===== src/rtl/led_display_package.sv =====
// rtl/led_display_package.sv - shared constants, state type and pixel helper for the LED display driver
package led_display_package;

    localparam int GL_NUM_COLS      = 64;
    localparam int GL_NUM_ADDR_ROWS = 16;
    localparam int GL_COLOR_DEPTH   = 4;

    // Upper bound on one colour field (NUM_COLS*COLOR_DEPTH) accepted by field_pixel_bit
    localparam int GL_MAX_FIELD_W = 4096;
    localparam int GL_IDX_W       = 12;

    typedef enum logic [2:0] {
        IDLE,
        SHIFT,
        BLANK,
        LATCH,
        DISPLAY
    } drv_state_t;

    function automatic logic field_pixel_bit(
        input logic [GL_MAX_FIELD_W-1:0] field,
        input int                        col,
        input int                        depth,
        input int                        plane
    );
        logic [GL_IDX_W-1:0] idx;
        idx = GL_IDX_W'(col * depth + plane);
        return field[idx];
    endfunction

endpackage


===== src/rtl/led_display_bit_clk_gen.sv =====
// rtl/led_display_bit_clk_gen.sv - divided panel shift clock with data-advance and bit-end pulses
module led_display_bit_clk_gen #(
    parameter int CLK_DIV = 2
) (
    input  logic clk_in,
    input  logic n_reset_in,
    input  logic en,
    output logic bit_clk,
    output logic fall_tick,
    output logic bit_done
);

    localparam int DIV_W = $clog2(CLK_DIV + 1);
    localparam logic [DIV_W-1:0] DIV_LAST = DIV_W'(CLK_DIV - 1);

    logic [DIV_W-1:0] div_cnt;
    logic [DIV_W-1:0] div_next;
    logic             clk_next;
    logic             active;

    // en describes the coming cycle, so bit_clk is registered in step with the state
    always_comb begin
        div_next = '0;
        clk_next = 1'b0;
        if (active) begin
            if (div_cnt == DIV_LAST) begin
                div_next = '0;
                clk_next = ~bit_clk;
            end else begin
                div_next = div_cnt + 1'b1;
                clk_next = bit_clk;
            end
        end
    end

    assign fall_tick = en && (div_next == '0) && !clk_next;
    assign bit_done  = active && bit_clk && (div_cnt == DIV_LAST);

    always_ff @(posedge clk_in or negedge n_reset_in) begin
        if (!n_reset_in) begin
            div_cnt <= '0;
            bit_clk <= 1'b0;
            active  <= 1'b0;
        end else if (en) begin
            div_cnt <= div_next;
            bit_clk <= clk_next;
            active  <= 1'b1;
        end else begin
            div_cnt <= '0;
            bit_clk <= 1'b0;
            active  <= 1'b0;
        end
    end

endmodule


===== src/rtl/led_display_driver_bcm.sv =====
// rtl/led_display_driver_bcm.sv - HUB75 row driver shifting bit planes with binary-coded-modulation OE timing
module led_display_driver_bcm
    import led_display_package::*;
#(
    parameter int NUM_COLS       = GL_NUM_COLS,
    parameter int NUM_ADDR_ROWS  = GL_NUM_ADDR_ROWS,
    parameter int COLOR_DEPTH    = GL_COLOR_DEPTH,
    parameter int CLK_DIV        = 2,
    parameter int BASE_OE_CYCLES = 8,
    localparam int ADDR_W = (NUM_ADDR_ROWS > 1) ? $clog2(NUM_ADDR_ROWS) : 1,
    localparam int ROW_W  = 3 * NUM_COLS * COLOR_DEPTH
) (
    input  logic              clk_in,
    input  logic              n_reset_in,
    input  logic              row_valid_in,
    input  logic [ROW_W-1:0]  row_top_in,
    input  logic [ROW_W-1:0]  row_bot_in,
    output logic              row_ready_out,
    output logic [ADDR_W-1:0] row_addr_out,
    output logic              frame_start_out,
    output logic              red_top_out,
    output logic              green_top_out,
    output logic              blue_top_out,
    output logic              red_bot_out,
    output logic              green_bot_out,
    output logic              blue_bot_out,
    output logic              bit_clk_out,
    output logic              latch_out,
    output logic              n_oe_out,
    output logic [ADDR_W-1:0] addr_out
);

    localparam int FW      = NUM_COLS * COLOR_DEPTH;
    localparam int COL_W   = $clog2(NUM_COLS + 1);
    localparam int PLANE_W = (COLOR_DEPTH > 1) ? $clog2(COLOR_DEPTH) : 1;
    localparam int OE_W    = $clog2(BASE_OE_CYCLES + 1) + COLOR_DEPTH;
    localparam int LAT_W   = $clog2(2 * CLK_DIV + 1);
    localparam logic [PLANE_W-1:0] PLANE_LAST = PLANE_W'(COLOR_DEPTH - 1);

    drv_state_t        state, state_next;
    logic [PLANE_W-1:0] plane, plane_sel;
    logic [COL_W-1:0]   col_cnt, col_sel;
    logic [LAT_W-1:0]   lat_cnt;
    logic [OE_W-1:0]    oe_cnt;
    logic [ROW_W-1:0]   top_sh, bot_sh, src_top, src_bot;
    logic [ADDR_W-1:0]  cap_addr;
    logic [5:0]         pix;
    logic               accept, fall_tick, bit_done;

    assign accept = row_valid_in && row_ready_out;

    led_display_bit_clk_gen #(
        .CLK_DIV(CLK_DIV)
    ) u_bit_clk_gen (
        .clk_in    (clk_in),
        .n_reset_in(n_reset_in),
        .en        (state_next == SHIFT),
        .bit_clk   (bit_clk_out),
        .fall_tick (fall_tick),
        .bit_done  (bit_done)
    );

    always_comb begin
        state_next = state;
        case (state)
            IDLE:    if (accept) state_next = SHIFT;
            SHIFT:   if (bit_done && col_cnt == '0) state_next = BLANK;
            BLANK:   state_next = LATCH;
            LATCH:   if (lat_cnt == '0) state_next = DISPLAY;
            DISPLAY: if (oe_cnt == '0) state_next = (plane == PLANE_LAST) ? IDLE : SHIFT;
            default: state_next = IDLE;
        endcase
    end

    // The first bit of a plane is loaded on the edge entering SHIFT, before the
    // shadow registers / plane counter have caught up, so look one step ahead.
    always_comb begin
        src_top   = (state == IDLE) ? row_top_in : top_sh;
        src_bot   = (state == IDLE) ? row_bot_in : bot_sh;
        plane_sel = plane;
        if (state == IDLE)
            plane_sel = '0;
        else if (state == DISPLAY)
            plane_sel = plane + 1'b1;
        col_sel = (state == SHIFT) ? col_cnt - 1'b1 : COL_W'(NUM_COLS - 1);
        pix[5] = field_pixel_bit(GL_MAX_FIELD_W'(src_top[3*FW-1:2*FW]), 32'(col_sel), COLOR_DEPTH, 32'(plane_sel));
        pix[4] = field_pixel_bit(GL_MAX_FIELD_W'(src_top[2*FW-1:FW]),   32'(col_sel), COLOR_DEPTH, 32'(plane_sel));
        pix[3] = field_pixel_bit(GL_MAX_FIELD_W'(src_top[FW-1:0]),      32'(col_sel), COLOR_DEPTH, 32'(plane_sel));
        pix[2] = field_pixel_bit(GL_MAX_FIELD_W'(src_bot[3*FW-1:2*FW]), 32'(col_sel), COLOR_DEPTH, 32'(plane_sel));
        pix[1] = field_pixel_bit(GL_MAX_FIELD_W'(src_bot[2*FW-1:FW]),   32'(col_sel), COLOR_DEPTH, 32'(plane_sel));
        pix[0] = field_pixel_bit(GL_MAX_FIELD_W'(src_bot[FW-1:0]),      32'(col_sel), COLOR_DEPTH, 32'(plane_sel));
    end

    always_ff @(posedge clk_in or negedge n_reset_in) begin
        if (!n_reset_in) begin
            state           <= IDLE;
            plane           <= '0;
            col_cnt         <= '0;
            lat_cnt         <= '0;
            oe_cnt          <= '0;
            top_sh          <= '0;
            bot_sh          <= '0;
            cap_addr        <= '0;
            row_ready_out   <= 1'b1;
            row_addr_out    <= '0;
            frame_start_out <= 1'b0;
            latch_out       <= 1'b0;
            n_oe_out        <= 1'b1;
            addr_out        <= '0;
            {red_top_out, green_top_out, blue_top_out,
             red_bot_out, green_bot_out, blue_bot_out} <= '0;
        end else begin
            state           <= state_next;
            row_ready_out   <= (state_next == IDLE);
            latch_out       <= (state_next == LATCH);
            n_oe_out        <= (state_next != DISPLAY);
            frame_start_out <= accept && (row_addr_out == '0);

            if (accept) begin
                top_sh       <= row_top_in;
                bot_sh       <= row_bot_in;
                cap_addr     <= row_addr_out;
                plane        <= '0;
                row_addr_out <= (row_addr_out == ADDR_W'(NUM_ADDR_ROWS - 1)) ? '0 : row_addr_out + 1'b1;
            end

            if (fall_tick) begin
                col_cnt <= col_sel;
                {red_top_out, green_top_out, blue_top_out,
                 red_bot_out, green_bot_out, blue_bot_out} <= pix;
            end

            if (state == SHIFT && state_next == BLANK && plane == '0)
                addr_out <= cap_addr;

            if (state == BLANK)
                lat_cnt <= LAT_W'(2 * CLK_DIV - 1);
            else if (state == LATCH)
                lat_cnt <= lat_cnt - 1'b1;

            // Plane p is lit for BASE_OE_CYCLES << p cycles
            if (state == LATCH)
                oe_cnt <= (OE_W'(BASE_OE_CYCLES) << plane) - 1'b1;
            else if (state == DISPLAY)
                oe_cnt <= oe_cnt - 1'b1;

            if (state == DISPLAY && state_next == SHIFT)
                plane <= plane + 1'b1;
        end
    end

endmodule


===== config.mk =====
export PLATFORM = sky130hd
export DESIGN_NAME = led_display_driver_bcm
export DESIGN_NICKNAME = d
export VERILOG_FILES = /design/src/rtl/led_display_package.sv /design/src/rtl/led_display_bit_clk_gen.sv /design/src/rtl/led_display_driver_bcm.sv
export SDC_FILE = /design/constraint.sdc
export NUM_CORES = 2
export LEC_CHECK = 0
export ABC_AREA = 1
export BUFFER_PORTS_ARGS = -buffer_cell sky130_fd_sc_hd__buf_2
export CELL_PAD_IN_SITES_DETAIL_PLACEMENT = 2
export CELL_PAD_IN_SITES_GLOBAL_PLACEMENT = 2
export CORE_AREA = 2 2 608 610
export CTS_BUF_LIST = sky130_fd_sc_hd__clkbuf_16
export DETAILED_ROUTE_END_ITERATION = 6
export DIE_AREA = 0 0 610 612
export HOLD_SLACK_MARGIN = 0.06
export PLACE_DENSITY = 0.67
export SYNTH_ARGS = -nofsm -noshare
export SYNTH_HDL_FRONTEND = slang
export SYNTH_SLANG_ARGS = --single-unit

===== constraint.sdc =====
create_clock -name clk_in -period 5.48 [get_ports clk_in]
set_input_delay 0.822 -clock clk_in [delete_from_list [all_inputs] [get_ports clk_in]]
set_output_delay 0.822 -clock clk_in [all_outputs]
set_load 0.02 [all_outputs]

==> out/results.txt <==
Final Total Pwr: 26700 uW
DR DRC count: 0
Fraction of power consumed by sequential logic: 43.8%
Worst path max stage delay: 0.47 ns
Post-synthesis register bit count: 1585
Setup ws final: 1.28 ns
Met3 GRT Util: 4.52%
Max-slew violations: 0
Most common cell after layout, fill and taps aside: nand2_1
Die area: 373000 um^2
Switching share of power: 26.1%
Layout cells sized above 1: 15.5%
Slowest cell on the critical path: dfrtp_1
PostCTS Resize Cnt: 0
RePlAce Congestion: 0.895
Final hold vios: 0
Post-synth top flop: dfrtp_1
Final core occ: 29.6%
Routed vias: 93.6k
Worst min-delay path class: input port to flip-flop
Global-route wire length before repair: 754000 um
IO Pins: 1558
Tightest Pin Transition: 1.23 ns
I/O Buffers: 1557
Number of CTS-inserted buffers: 212
Design Area, Final: 109000 um^2
P_sw: 6970 uW
Max FO, Critical Path: 69
Fmax: 238 MHz
CP required: 6.24 ns
Number of global-route vias before repair: 97.4k
Fillers: 44.0k
Max VDD drop: 0.232 mV
Vias per cell: 4.91
Setup bufs post-CTS: 0
Worst EP arrival: 4.97 ns
Clk sinks: 1585
ANT nets after route: 0
Post-route setup TNS: 0 ns
Grt met1 use: 37.9%
Clock share of power: 50.5%
Post-Syn Instances: 12.6k
Final setup vio count: 0
Most frequent cells in the layout: nand2_1, dfrtp_1, buf_2, o21ai_0, nand3_1
Post-Place Setup Slack: 1.17 ns
Post-Route Skew: 0.0489 ns
Met2 GRT Util: 43.7%
WL/cell: 28.4 um
Clk_lat worst skew: 0.92 ns
Initial DRC Count: 7224
Gate power share: 5.7%
Tcrit/Tclk final: 76.7%
Clk pin slew, worst setup/hold paths: 0.06 ns
Leak Pwr: 0.0547 uW
Busiest grt layer: met2
Int Power: 19700 uW
DIE WIDTH: 610 um
Most Frequent Cell on Critical Path: nand3_1
Synthesized Nets: 14.2k
Crit end category: flip-flop
Worst setup SP type: flip-flop
EDFF count, synth: 0
Synthesized area: 87300 um^2
Worst slew margin: 17.9%
Height of the die: 612 um
RSZ-0062 raised after global routing: no
Largest net degree at the start of global routing: 260
Routed WL: 541000 um
CTS tree: done
DP HPWL: 406000 um
Pre-Repair DR Iteration Count: 7
Status: finished, final reports clean
Core Region: 367000 um^2
Area Overhead vs Synth: 24.4%
Synth Area per Inst: 6.91 um^2
Initial antenna violation count: 261
Starting Density: 23.8%
Power density over cell area: 246 nW/um^2
# hold bufs at CTS: 240
Total track usage: 28.3%
Clk root buf: clkbuf_16
Critical-path cell list: inv_1 -> ha_1 -> nand3_2 -> nand2_8 -> inv_8 -> buf_12 -> nand2_1 -> nand3_1 -> nand3_1 -> nand3_1 -> nand3_1 -> nand3_1 -> nand3_1 -> nand3_1 -> nand2_1
Seq/Total Area, Yosys: 45.5%
Max-Cap Viols: 0
FP Rows: 223
Asr flop ratio synth: 100%
Area after DPL: 99400 um^2
Maximum clock path buffer count: 4
Max H-tree Level: 4
Worst setup path class: flip-flop to flip-flop
Ys Warns: 0
Layout Nets: 15.5k
Netlist cell types: 39
Period minus WS final: 4.20 ns
GRT overflow: 0
-- worst max-delay path, delay by kind of cell (launching register included) --
family,cells,cell delay (ns)
AND/OR/NAND/NOR,11,1.89
buffers and inverters,3,1.05
adder cells (fa/ha/maj),1,0.34
flip-flops,1,0.47
-- stage by stage --
stage | hold WS (ns) | cells
after global placement | 0.460 | 18314
final | 0.146 | 19072
after detailed placement | 0.465 | 18315
after CTS | 0.0602 | 18926
after global routing | 0.0917 | 19028
after floorplan | 0.448 | 12627
-- registers in the layout, indices dropped and copies added, names as in the netlist, 2 cells and up --
register / count
addr_out: 4
bot_sh: 768
cap_addr: 4
col_cnt: 7
lat_cnt: 3
oe_cnt: 8
plane: 2
row_addr_out: 4
state: 3
top_sh: 768
u_bit_clk_gen.div_cnt: 2
-- layer usage --
layer  wire length [um]  vias up
li1                   -    42474
met1             241000    47715
met2             242000     2466
met3              27300      902
met4              30800       86
met5                581        -
-- cell type report --
cell class	count	area [um^2]	share of cell area [%]
timing repair buffer	1998	12600	11.6
clock inverter	155	993	0.915
tap	4837	6050	5.58
multi-input combinational	8859	38700	35.6
sequential	1585	39700	36.5
inverter	1276	4830	4.45
antenna	146	365	0.337
clock buffer	216	5410	4.98
-- cell families after synthesis --
family,after synthesis,synth area share [%]
XOR/XNOR,6,0.0602
multiplexers,3,0.0387
adder cells (fa/ha/maj),11,0.158
flip-flops,1585,45.5
buffers and inverters,2183,10.4
AO/OA/AOI/OAI,2004,11.9
AND/OR/NAND/NOR,6835,32.0
-- power groups by stage --
stage | clock, uW | combinational, uW | sequential (uW)
after global placement | 0 | 1380 | 11900
after CTS | 13900 | 1540 | 11700
final | 13500 | 1510 | 11700
after global routing | 14300 | 1590 | 11700
after floorplan | 0 | 54.7 | 11900
after detailed placement | 0 | 1370 | 11900
-- cells in the mapped netlist (2+ instances only) --
master	n	area [um^2]
o21ai_0	1551	7760
nand2_1	5153	19300
nand2_2	5	31.3
clkbuf_1	478	1790
or2_2	137	857
xnor2_1	3	26.3
a21oi_1	191	956
o21ai_1	121	606
buf_4	57	428
nand3_2	2	20.0
buf_8	5	75.1
o22ai_1	2	12.5
xor2_1	3	26.3
inv_1	1268	4760
clkinv_1	2	7.51
nor3_1	7	35.0
a31oi_1	2	12.5
mux2_2	3	33.8
buf_2	301	1510
ha_1	11	138
dfstp_2	2	52.6
nand3_1	1496	7490
buf_1	38	143
inv_2	5	18.8
nand2_4	2	22.5
nor2_1	27	101
dfrtp_1	1583	39600
o211ai_1	135	1010
buf_6	27	304
-- worst paths after layout --
kind	from	depth (start not counted)	slack, ns	to
worst max-delay path	plane[0]$_DFFE_PN0P_	15	1.28	red_bot_out$_DFFE_PN0P_
worst min-delay path	row_bot_in[586]	3	0.15	bot_sh[586]$_DFFE_PN0P_
worst max register to register	plane[0]$_DFFE_PN0P_	15	1.28	red_bot_out$_DFFE_PN0P_
worst min register to register	top_sh[344]$_DFFE_PN0P_	2	0.48	top_sh[344]$_DFFE_PN0P_
max in group asynchronous	n_reset_in	4	3.42	bot_sh[529]$_DFFE_PN0P_
min in group asynchronous	n_reset_in	2	0.54	bot_sh[203]$_DFFE_PN0P_
Power figures use the tool's default switching activity.
